--- src/rtl/moda_pkg.sv ---
// moda_pkg: shared types and constants for the moda half-sum compare controller.
//   state_t  - controller FSM states
//   RES_*    - 2-bit result codes driven on moda_sched.o
package moda_pkg;

  typedef enum logic [2:0] {
    IDLE   = 3'd0,
    SUM_HI = 3'd1,
    SUM_LO = 3'd2,
    CMP    = 3'd3,
    OUT    = 3'd4
  } state_t;

  localparam logic [1:0] RES_GT   = 2'd0;  // hi-sum > lo-sum
  localparam logic [1:0] RES_LT   = 2'd1;  // hi-sum < lo-sum
  localparam logic [1:0] RES_EQ   = 2'd2;  // sums equal
  localparam logic [1:0] RES_NONE = 2'd3;  // reset value only, never computed

endpackage

--- src/rtl/moda_sched_add.sv ---
// moda_sched_add: parameterised N-bit ripple ADD cell.
//   a, b : N-bit addends
//   ci   : carry in
//   s    : N-bit sum
//   co   : carry out
module moda_sched_add #(
  parameter int N = 16
) (
  input  logic [N-1:0] a,
  input  logic [N-1:0] b,
  input  logic         ci,
  output logic [N-1:0] s,
  output logic         co
);

  assign {co, s} = {1'b0, a} + {1'b0, b} + {{N{1'b0}}, ci};

endmodule

--- src/rtl/moda_sched.sv ---
// moda_sched: sequential controller for the moda half-sum compare.
// One accepted operand pair is summed half by half on a single shared adder,
// the two (N+1)-bit sums are compared, and a 2-bit code is returned over a
// valid/ready handshake. Saturating tallies count each outcome.
//   clk                 - clock, rising edge
//   rst                 - asynchronous reset, active low
//   in_valid/in_ready   - operand handshake (g_input, e_input, 2N bits each)
//   out_valid/out_ready - result handshake (o)
//   busy                - controller not idle
//   cnt_clr             - synchronous clear of all tallies
//   cnt_gt/lt/eq        - saturating outcome tallies
module moda_sched
  import moda_pkg::*;
#(
  parameter int N     = 16,
  parameter int CNT_W = 8
) (
  input  logic             clk,
  input  logic             rst,
  input  logic             in_valid,
  output logic             in_ready,
  input  logic [2*N-1:0]   g_input,
  input  logic [2*N-1:0]   e_input,
  output logic             out_valid,
  input  logic             out_ready,
  output logic [1:0]       o,
  output logic             busy,
  input  logic             cnt_clr,
  output logic [CNT_W-1:0] cnt_gt,
  output logic [CNT_W-1:0] cnt_lt,
  output logic [CNT_W-1:0] cnt_eq
);

  state_t         state_reg, state_next;
  logic [2*N-1:0] g_reg, e_reg;
  logic [N:0]     tmp_0_reg, tmp_1_reg;
  logic [1:0]     o_reg;
  logic [N-1:0]   add_a, add_b, add_s;
  logic           add_co;
  logic [1:0]     cmp_code;
  logic           accept, deliver;
  logic [CNT_W-1:0] cnt_reg [3];

  // in_ready is gated by rst so it drops the moment reset is asserted.
  assign in_ready  = (state_reg == IDLE) && rst;
  assign out_valid = (state_reg == OUT);
  assign busy      = (state_reg != IDLE);
  assign o         = o_reg;
  assign accept    = in_valid && in_ready;
  assign deliver   = out_valid && out_ready;

  // Shared adder operand mux: high halves in SUM_HI, low halves otherwise.
  // The operand registers reset to zero, so the adder never sees X.
  always_comb begin
    add_a = g_reg[N-1:0];
    add_b = e_reg[N-1:0];
    if (state_reg == SUM_HI) begin
      add_a = g_reg[2*N-1:N];
      add_b = e_reg[2*N-1:N];
    end
  end

  moda_sched_add #(.N(N)) u_add (
    .a  (add_a),
    .b  (add_b),
    .ci (1'b0),
    .s  (add_s),
    .co (add_co)
  );

  // Full (N+1)-bit compare: the carry bit must take part.
  always_comb begin
    cmp_code = RES_EQ;
    if (tmp_0_reg > tmp_1_reg)      cmp_code = RES_GT;
    else if (tmp_0_reg < tmp_1_reg) cmp_code = RES_LT;
  end

  always_comb begin
    state_next = state_reg;
    case (state_reg)
      IDLE:    if (accept) state_next = SUM_HI;
      SUM_HI:  state_next = SUM_LO;
      SUM_LO:  state_next = CMP;
      CMP:     state_next = OUT;
      OUT:     if (deliver) state_next = IDLE;
      default: state_next = IDLE;
    endcase
  end

  always_ff @(posedge clk or negedge rst) begin
    if (!rst) begin
      state_reg <= IDLE;
      g_reg     <= '0;
      e_reg     <= '0;
      tmp_0_reg <= '0;
      tmp_1_reg <= '0;
      o_reg     <= RES_NONE;
    end else begin
      state_reg <= state_next;
      if (accept) begin
        g_reg <= g_input;
        e_reg <= e_input;
      end
      if (state_reg == SUM_HI) tmp_0_reg <= {add_co, add_s};
      if (state_reg == SUM_LO) tmp_1_reg <= {add_co, add_s};
      if (state_reg == CMP)    o_reg     <= cmp_code;
    end
  end

  // Tally index equals the result code (GT=0, LT=1, EQ=2). Clear beats a
  // coincident increment; counters stick at all-ones.
  generate
    for (genvar gi = 0; gi < 3; gi++) begin : g_cnt
      always_ff @(posedge clk or negedge rst) begin
        if (!rst) begin
          cnt_reg[gi] <= '0;
        end else if (cnt_clr) begin
          cnt_reg[gi] <= '0;
        end else if (deliver && (o_reg == 2'(gi)) && (cnt_reg[gi] != {CNT_W{1'b1}})) begin
          cnt_reg[gi] <= cnt_reg[gi] + 1'b1;
        end
      end
    end
  endgenerate

  assign cnt_gt = cnt_reg[RES_GT];
  assign cnt_lt = cnt_reg[RES_LT];
  assign cnt_eq = cnt_reg[RES_EQ];

endmodule

--- config.mk ---
export PLATFORM = sky130hd
export DESIGN_NAME = moda_sched
export DESIGN_NICKNAME = d
export VERILOG_FILES = /design/src/rtl/moda_pkg.sv /design/src/rtl/moda_sched_add.sv /design/src/rtl/moda_sched.sv
export SDC_FILE = /design/constraint.sdc
export NUM_CORES = 1
export LEC_CHECK = 0
export CORE_MARGIN = 10
export CORE_UTILIZATION = 35
export CTS_CLUSTER_DIAMETER = 80
export DETAILED_ROUTE_END_ITERATION = 7
export HOLD_SLACK_MARGIN = 0.02
export PLACE_DENSITY = 0.63
export SYNTH_ARGS = -nofsm -noshare
export SYNTH_HDL_FRONTEND = slang
export SYNTH_SLANG_ARGS = --single-unit
--- constraint.sdc ---
create_clock -name clk -period 2.9 [get_ports clk]
set_input_delay 0.29 -clock clk [delete_from_list [all_inputs] [get_ports clk]]
set_output_delay 0.29 -clock clk [all_outputs]
set_load 0.005 [all_outputs]
Word-level counts from Yosys, hierarchy flattened
Index checks and enable logic that the tools add are counted.
{"block": "op_classes", "addsub": 4, "n_lt_le_gt_ge": 2, "reduce_logical": 16, "muxes": 13, "eq_ne": 11}
{"op": "8-bit 2-to-1 mux", "count": 6}
{"op": "16-bit 2-to-1 mux", "count": 2}
{"op": "8-bit by 1-bit adder with 8-bit output (second input constant)", "count": 3}
{"op": "8-bit inequality test (second input constant)", "count": 3}
{"op": "16-bit by 16-bit adder with 17-bit output", "count": 1}
{"op": "17-bit greater-than comparator", "count": 1}
{"op": "17-bit less-than comparator", "count": 1}
{"op": "3-bit one-hot mux with 5 select lines", "count": 1}
{"op": "1-bit logical AND", "count": 9}
{"op": "3-bit by 2-bit equality test with 1-bit output (second input constant)", "count": 2}
{"op": "3-bit 2-to-1 mux", "count": 2}
{"op": "2-bit nonzero test", "count": 3}
{"op": "2-bit 2-to-1 mux", "count": 2}
{"op": "3-bit by 1-bit equality test with 1-bit output (second input constant)", "count": 1}
{"op": "3-bit equality test (second input constant)", "count": 1}
{"op": "3-bit zero test", "count": 1}
{"op": "3-bit nonzero test", "count": 1}
{"op": "2-bit by 1-bit equality test with 1-bit output (second input constant)", "count": 1}
{"op": "2-bit equality test (second input constant)", "count": 1}
{"op": "2-bit zero test", "count": 1}
{"op": "2-bit by 1-bit inequality test with 1-bit output (second input constant)", "count": 1}
{"op": "2-bit inequality test (second input constant)", "count": 1}
{"op": "2-bit AND reduction", "count": 1}
{"block": "word_totals", "in_bits": 69, "register_bits": 127}

Depth between registers and ports, before layout
Gate-level depths: netlist of run 1.
{"block": "depth", "depth_word": 6, "ltp_mapped": 14, "depth_no_buf": 12}

Modules after synthesis
A second synthesis of run 1 with hierarchy kept.
{"block": "hier_totals", "hier_cells": 572, "area_unflattened_um2": 6645.1}
{"module": "moda_sched", "cells_each": 483, "area_per_inst_um2": 5911.9, "seq_area_each_um2": 3180.6, "instances": 1}
{"module": "moda_sched_add", "cells_each": 89, "area_per_inst_um2": 733.2, "seq_area_each_um2": 0.0, "instances": 1}

Worst setup path before layout of run 1
No wires, ideal clock.
{"block": "synth_timing", "path_type": "reg-to-reg", "start": "register state_reg[0]", "end": "register tmp_1_reg[16]", "t_arrival_ps": 2687, "n_path_buf": 3, "setup_slack_ps": 54, "setup_time_ps": 159, "stages_incl_launch_ff": 14, "cell_sequence": "dfrtp_1 > buf_2 > nand3_1 > clkbuf_1 > clkbuf_1 > nand2_1 > nand2_1 > ha_1 > a2111oi_0 > o21ai_0 > nand2_1 > nand2_1 > a221oi_1 > a21oi_1"}
{"block": "synth_between", "elab_chain_len": 3, "word_cells_on_any_way": 5}
{"item": "from (decl)", "line_no": "moda_sched.sv:34", "rtl": "state_t state_reg, state_next;"}
{"item": "from (signal assigned)", "line_no": "moda_sched.sv:99", "rtl": "state_reg <= state_next;"}
{"item": "3-bit by 1-bit equality test with 1-bit output", "line_no": "moda_sched.sv:57", "rtl": "if (state_reg == SUM_HI) begin"}
{"item": "16-bit 2-to-1 mux", "line_no": "moda_sched.sv:57"}
{"item": "16-bit by 16-bit adder with 17-bit output", "line_no": "moda_sched_add.sv:16", "rtl": "assign {co, s} = {1'b0, a} + {1'b0, b} + {{N{1'b0}}, ci};"}
{"item": "to (signal assigned)", "line_no": "moda_sched.sv:105", "rtl": "if (state_reg == SUM_LO) tmp_1_reg <= {add_co, add_s};"}
{"item": "to (decl)", "line_no": "moda_sched.sv:36", "rtl": "logic [N:0] tmp_0_reg, tmp_1_reg;"}
Several ways; a longest one is shown, not always the timed one.
A chain may end at the register's enable or synchronous reset.

Worst setup path after layout of run 1
{"block": "layout_timing", "start": "register state_reg[0]", "end": "register tmp_1_reg[14]"}
The elaborated chain is that of the path after synthesis.

==> results.cfg, run 1 <==
[yosys]
synth_compound_gate_area_share = 0.0876
synth.avg_cell_area_um2 = 9.88
synth_area_um2 = 6600
synth-simple-area-share = 0.171
synth_xor_area_frac = 0.0411
synth_top_family_by_area = simple AND/OR/NAND/NOR gates
muxShareOfSynthArea = 0.115
synth_fa_ha_area_frac = 0.0713
synth_edf_count = 0
synth_top_area_frac = 0.474
synthTopCellsByArea = dfrtp_1 (47%), mux2_2 (11%), nand2_1 (8.5%)
ys_ff_latch = 127
yosysWarnings = 0
synthFlopType = dfrtp_1
yosys.area.top_type = dfrtp_1
synthArstFlopShare = 1.00
syn_nets = 774
seq_area_frac_synth = 0.482
ys_types = 48
synthCells = 668

[sta]
tightest_slew_ns = 1.02
whs_ns = 0.157
finalMaxSlewViolations = 0
finClkSkew_ns = 0.0121
slew_headroom = 0.319
final.period_utilization = 0.925
setup_viol = 0
max_freq_mhz = 373
hold_violations = 0
grt_setup_unrepaired = yes
min_period_ns = 2.68

[clock_network]
ctsHtreeMaxLevel = 4
cts_hold_buffers = 0
cts_tree = yes
cts_buffer_depth = 2
clkLatencyLatePin_ns = 0.42
cts_sinks = 127
cts_buffers = 17
cts_root_buf = clkbuf_16
cts.clk_slew.worst_paths_ns = 0.06

[die]
dieArea_um2 = 24700
rows = 50
dieHeight_um = 157
pin_count = 98
start_util = 0.354
die_w_um = 157
coreArea_um2 = 18600

[global_routing]
grt_pass1_vias = 4951
grt_antenna_before_repair = 1
grt.overflow.total = 0
grt_max_degree = 81
grt.total_usage = 0.125
grt_pass1_wl_um = 24800

[placement]
dp_hpwl_um = 11000
gp_congestion = 0.843
port_buffers = 97
dp.cells = 992

[outcome]
status = complete, no violations

[cells_and_area]
areaGrowthSynthToFinish_pct = 30.6
fin_cells = 1025
final_common_cell = nand2_1
final_nets = 883
drive_gt1_frac = 0.171
mostFrequentLayoutCells = nand2_1 (149), dfrtp_1 (125), clkdlybuf4s50_1 (96), mux2_2 (64), nor2_1 (44)

[worst_hold_path]
worstHoldPathType = in -> async

[pwr]
power_leakage_uw = 0.00396
power.density_nw_per_um2 = 1220
worst_ir_drop_vdd_mv = 0.587

[detailed_routing]
dr_total_vias = 4999
vias_per_cell = 4.88
drtPass1Iterations = 4
drc = 0
wirelength_um = 15000
wire_per_inst_um = 14.6
drtAntennaViolNets = 0
drt_first_iter_violations = 229

[worst_setup_path]
startpoint_type = register
worstPathArrival_ns = 2.97
path_class = reg -> reg
cp_max_fo = 8
cp.required_ns = 3.18
worst_setup_path_end_kind = register

[job]
max_cap_viol_count = 0
-- cell families after synthesis --
group | count (synthesis)
buffers and inverters | 53
AOI/OAI and AO/OA | 93
xor gates and xnor gates | 31
and+or+nand+nor | 259
muxes | 68
adders and majority gates | 37
DFF | 127
-- through the flow --
step	TNS, ns	util	total power (uW)	instance area, um^2	setup WS, ns
detailed placement	0	0.425	8010	7920	0.0516
floorplan	0	-	6480	6600	0.0540
global route	-0.0340	0.462	11400	8610	-0.0177
global placement	0	0.425	7950	7920	0.134
finish	0	0.462	10500	8620	0.217
CTS	0	0.459	10400	8560	0.0346
-- repair_timing --
action / CTS / global route
setup endpoints to repair: 0 / 19
resized for setup: 0 / 13
setup buffers: 0 / 0
-- final cells by class --
| type | instances | area [um^2] |
|---|---|---|
| clock buffers | 23 | 488 |
| multi-input cells | 488 | 3270 |
| flip-flops and latches | 127 | 3180 |
| well taps | 234 | 293 |
| clock inverters | 9 | 155 |
| repair buffers | 117 | 1130 |
| fillers | 1753 | 10000 |
| inverters | 26 | 97.6 |
| diodes | 1 | 2.50 |
-- path summary, 6_finish.rpt --
path / startpoint / end / slack (ns) / depth (start not counted)
max in group asynchronous: rst / e_reg[8]$_DFFE_PN0P_ / 1.53 / 3
max reg2reg: state_reg[0]$_DFFE_PN0P_ / tmp_1_reg[14]$_DFFE_PN0N_ / 0.22 / 12
max: state_reg[0]$_DFFE_PN0P_ / tmp_1_reg[14]$_DFFE_PN0N_ / 0.22 / 12
min: rst / g_reg[1]$_DFFE_PN0P_ / 0.16 / 2
min reg2reg: o[1]$_DFFE_PN1P_ / o[1]$_DFFE_PN1P_ / 0.48 / 2
min in group clk: o[1]$_DFFE_PN1P_ / o[1]$_DFFE_PN1P_ / 0.48 / 2
-- cells in the mapped netlist (2+ instances only) --
cell and number:
a211oi_1 3, nand2b_1 3, xor2_1 15, nand4b_1 2, nand2_1 150, or4_1 2, clkbuf_1 18, dfstp_2 2
a21oi_1 21, dfrtp_1 125, inv_1 26, nor3_1 10, xnor2_1 16, a21boi_0 2, ha_1 36, nor2_1 45
nor2b_1 4, a21o_1 13, nand4_1 13, and2_1 2, mux2i_1 4, o31ai_1 3, o21ai_0 39, mux2_2 64
nand3_1 14, and3_1 7, buf_2 8
-- layer usage --
layer | global-route usage | up-vias | routed length (um) | part of all wire
li1 | - | 2508 | - | -
met5 | 0 | - | 0 | 0
met4 | 0.0516 | 0 | 318 | 0.021
met1 | 0.158 | 2347 | 7080 | 0.47
met3 | 0.0437 | 27 | 861 | 0.057
met2 | 0.189 | 117 | 6740 | 0.45
-- where the power goes --
group          total [uW]  switching [uW]  leakage, uW  internal (uW)
Clock                2290             757     0.000313           1530
Combinational        5280            2930      0.00207           2350
Sequential           2910             392      0.00157           2520
Total               10500            4080      0.00396           6400
-- worst max-delay path, stage by stage (launching register included) --
cell	delay, ns
dfrtp_1	0.34
buf_4	0.15
nand3_2	0.16
buf_4	0.22
nand2_1	0.07
nand2_1	0.05
ha_1	0.31
a2111oi_2	0.37
o21ai_1	0.16
a41oi_2	0.23
o21ai_0	0.14
xnor2_1	0.25
o21ai_0	0.11
No activity file was read; power rests on OpenSTA's default activity.
==> run 2: changes to the inputs <==
Settings changed: HOLD_SLACK_MARGIN 0.02 to 0.06.
==> results of run 2 <==
Same layout as run 1: the final DEF is identical, and so are final timing and power.
==> run 3: changes to the inputs <==
Settings changed: CORE_UTILIZATION 35 to 49, PLACE_DENSITY 0.63 to 0.81.
==> run 3 against run 2 <==
Flip-flop and latch count is the same. Power shrank 2.5%. First-iteration DRC count grew 35%. Final cell count shrank 6.0%. Sequential share of layout area grew 0.66 points. Worst hold slack lost 0.12 ns. Worst setup slack lost 0.051 ns. Global-route usage grew 4.5 points. Fmax shrank 1.8%. Sequential power is essentially flat. Combinational power is essentially flat. Critical path type unchanged. Largest cell class unchanged.
==> results.cfg, run 3 (synthesis results as in run 1) <==
[sta]
tightest_slew_ns = 0.874
hold_violations = 0
grt_setup_unrepaired = no
min_period_ns = 2.73
final.period_utilization = 0.943
slew_headroom = 0.415
finalMaxSlewViolations = 0
fin_tns_setup_ns = 0
finClkSkew_ns = 0.00742
setup_slack_ns = 0.167
max_freq_mhz = 366
setup_viol = 0

[global_routing]
grt.total_usage = 0.170
grt_pass1_wl_um = 25700
grt_antenna_before_repair = 0
grt_max_degree = 128
grt_pass1_vias = 5370
grt.overflow.total = 0

[detailed_routing]
drtPass1Iterations = 4
drc = 0
dr_total_vias = 5141
wirelength_um = 15300
wire_per_inst_um = 15.9
drt_first_iter_violations = 310
drtAntennaViolNets = 0
vias_per_cell = 5.34

[cells_and_area]
areaGrowthSynthToFinish_pct = 28.3
fin_cells = 963
final_cell_area_um2 = 8470
final_nets = 880
mostFrequentLayoutCells = nand2_1 (149), dfrtp_1 (125), clkdlybuf4s50_1 (96), mux2_2 (64), nor2_1 (43)
final_common_cell = nand2_1
num_antenna_cells = 0
drive_gt1_frac = 0.163

[die]
coreArea_um2 = 13200
dieHeight_um = 136
pin_count = 98
rows = 42
dieArea_um2 = 18500
die_w_um = 136
start_util = 0.498

[worst_setup_path]
worstReg2RegEnd = tmp_0_reg[8]$_DFFE_PN0P_
rrSetupSlack_ns = 0.17
cp.required_ns = 3.19
path_class = reg -> reg
rr_worst_depth = 12
worstPathArrival_ns = 3.02
worst_setup_path_end_kind = register
cp_max_fo = 7
r2r-start = state_reg[2]$_DFFE_PN0P_
startpoint_type = register

[clock_network]
cts_hold_buffers = 0
cts_root_buf = clkbuf_16
cts_tree = yes
cts_buffers = 17
cts_buffer_depth = 2
ctsHtreeMaxLevel = 4
cts_sinks = 127
cts.clk_slew.worst_paths_ns = 0.05
clkLatencyLatePin_ns = 0.42

[placement]
gp_congestion = 0.952
place_ws_ns = 0.0338
dp_hpwl_um = 10800
dpl_cell_area_um2 = 7820
dp.cells = 927
port_buffers = 97

[job]
max_cap_viol_count = 0

[worst_hold_path]
worstHoldPathType = in -> async

[pwr]
power_leakage_uw = 0.00392
worst_ir_drop_vdd_mv = 0.848
power.density_nw_per_um2 = 1210

[outcome]
status = complete, no violations
[run 3: cell count changes in the layout (fill, tap and decap cells not counted), moves of 2 or more]
cell       previous run  this run
buf_12                1         3
clkbuf_1              2         5
clkinv_2              2         5
bufinv_16             4         1
buf_6                 0         2
buf_4                20        12
clkinv_4              2         0
[run 3: critical path: stages (launching register included)]
cell,delay [ns]
dfrtp_1,0.39
inv_1,0.13
nand3_4,0.13
nand2_1,0.12
nand2_1,0.07
ha_1,0.21
fa_1,0.42
a21oi_2,0.19
o22ai_1,0.15
nor2_2,0.21
o21ai_0,0.17
xnor2_1,0.28
o21ai_0,0.12
[run 3: layout make-up]
type                            instances  area [um^2]
Clock buffer                           25          485
Clock inverter                          7         62.6
Fill cell                            1047         4780
Inverter                               26         97.6
Multi-Input combinational cell        488         3260
Sequential cell                       127         3180
Tap cell                              176          220
Timing Repair Buffer                  114         1160
[run 3: worst max-delay path by stage]
stage                             start                        end  slack [ns]  cells after the start
6_report       state_reg[2]$_DFFE_PN0P_   tmp_0_reg[8]$_DFFE_PN0P_        0.17                     12
5_1_grt        state_reg[2]$_DFFE_PN0P_  tmp_0_reg[16]$_DFFE_PN0P_       0.004                     12
4_1_cts        state_reg[2]$_DFFE_PN0P_  tmp_1_reg[14]$_DFFE_PN0N_        0.04                     12
3_5_place_dp   state_reg[2]$_DFFE_PN0P_  tmp_1_reg[16]$_DFFE_PN0N_        0.03                     12
3_3_place_gp   state_reg[2]$_DFFE_PN0P_  tmp_0_reg[16]$_DFFE_PN0P_        0.19                     12
2_1_floorplan  state_reg[0]$_DFFE_PN0P_  tmp_1_reg[16]$_DFFE_PN0N_        0.05                     13
[run 3: what timing repair did]
item | in CTS | in global routing
setup endpoints to repair | 2 | 20
pin swaps | 0 | 4
buffers inserted | 0 | 3
gates cloned | 0 | 1
resized for setup | 1 | 16
[run 3: report_power, final]
group,internal (uW),leakage [uW],switching (uW)
logic,2330,0.00208,2980
clock network,1240,0.000271,733
registers,2520,0.00157,420
[run 3: through the flow]
stage	total power, uW	utilization	hold slack (ns)
after global routing	11000	0.639	0.0863
after CTS	10000	0.632	0.0775
after global placement	7690	0.591	0.461
final	10200	0.639	0.0361
after floorplan	6480	-	-0.00559
after detailed placement	7910	0.591	0.470
[run 3: metal layers]
layer,wire length (um),vias up,global-route usage,share of wire
li1,-,2492,-,-
met5,0,-,0,0
met1,6540,2493,0.201,0.43
met2,7720,126,0.285,0.50
met4,296,0,0.0710,0.019
met3,767,30,0.0480,0.050
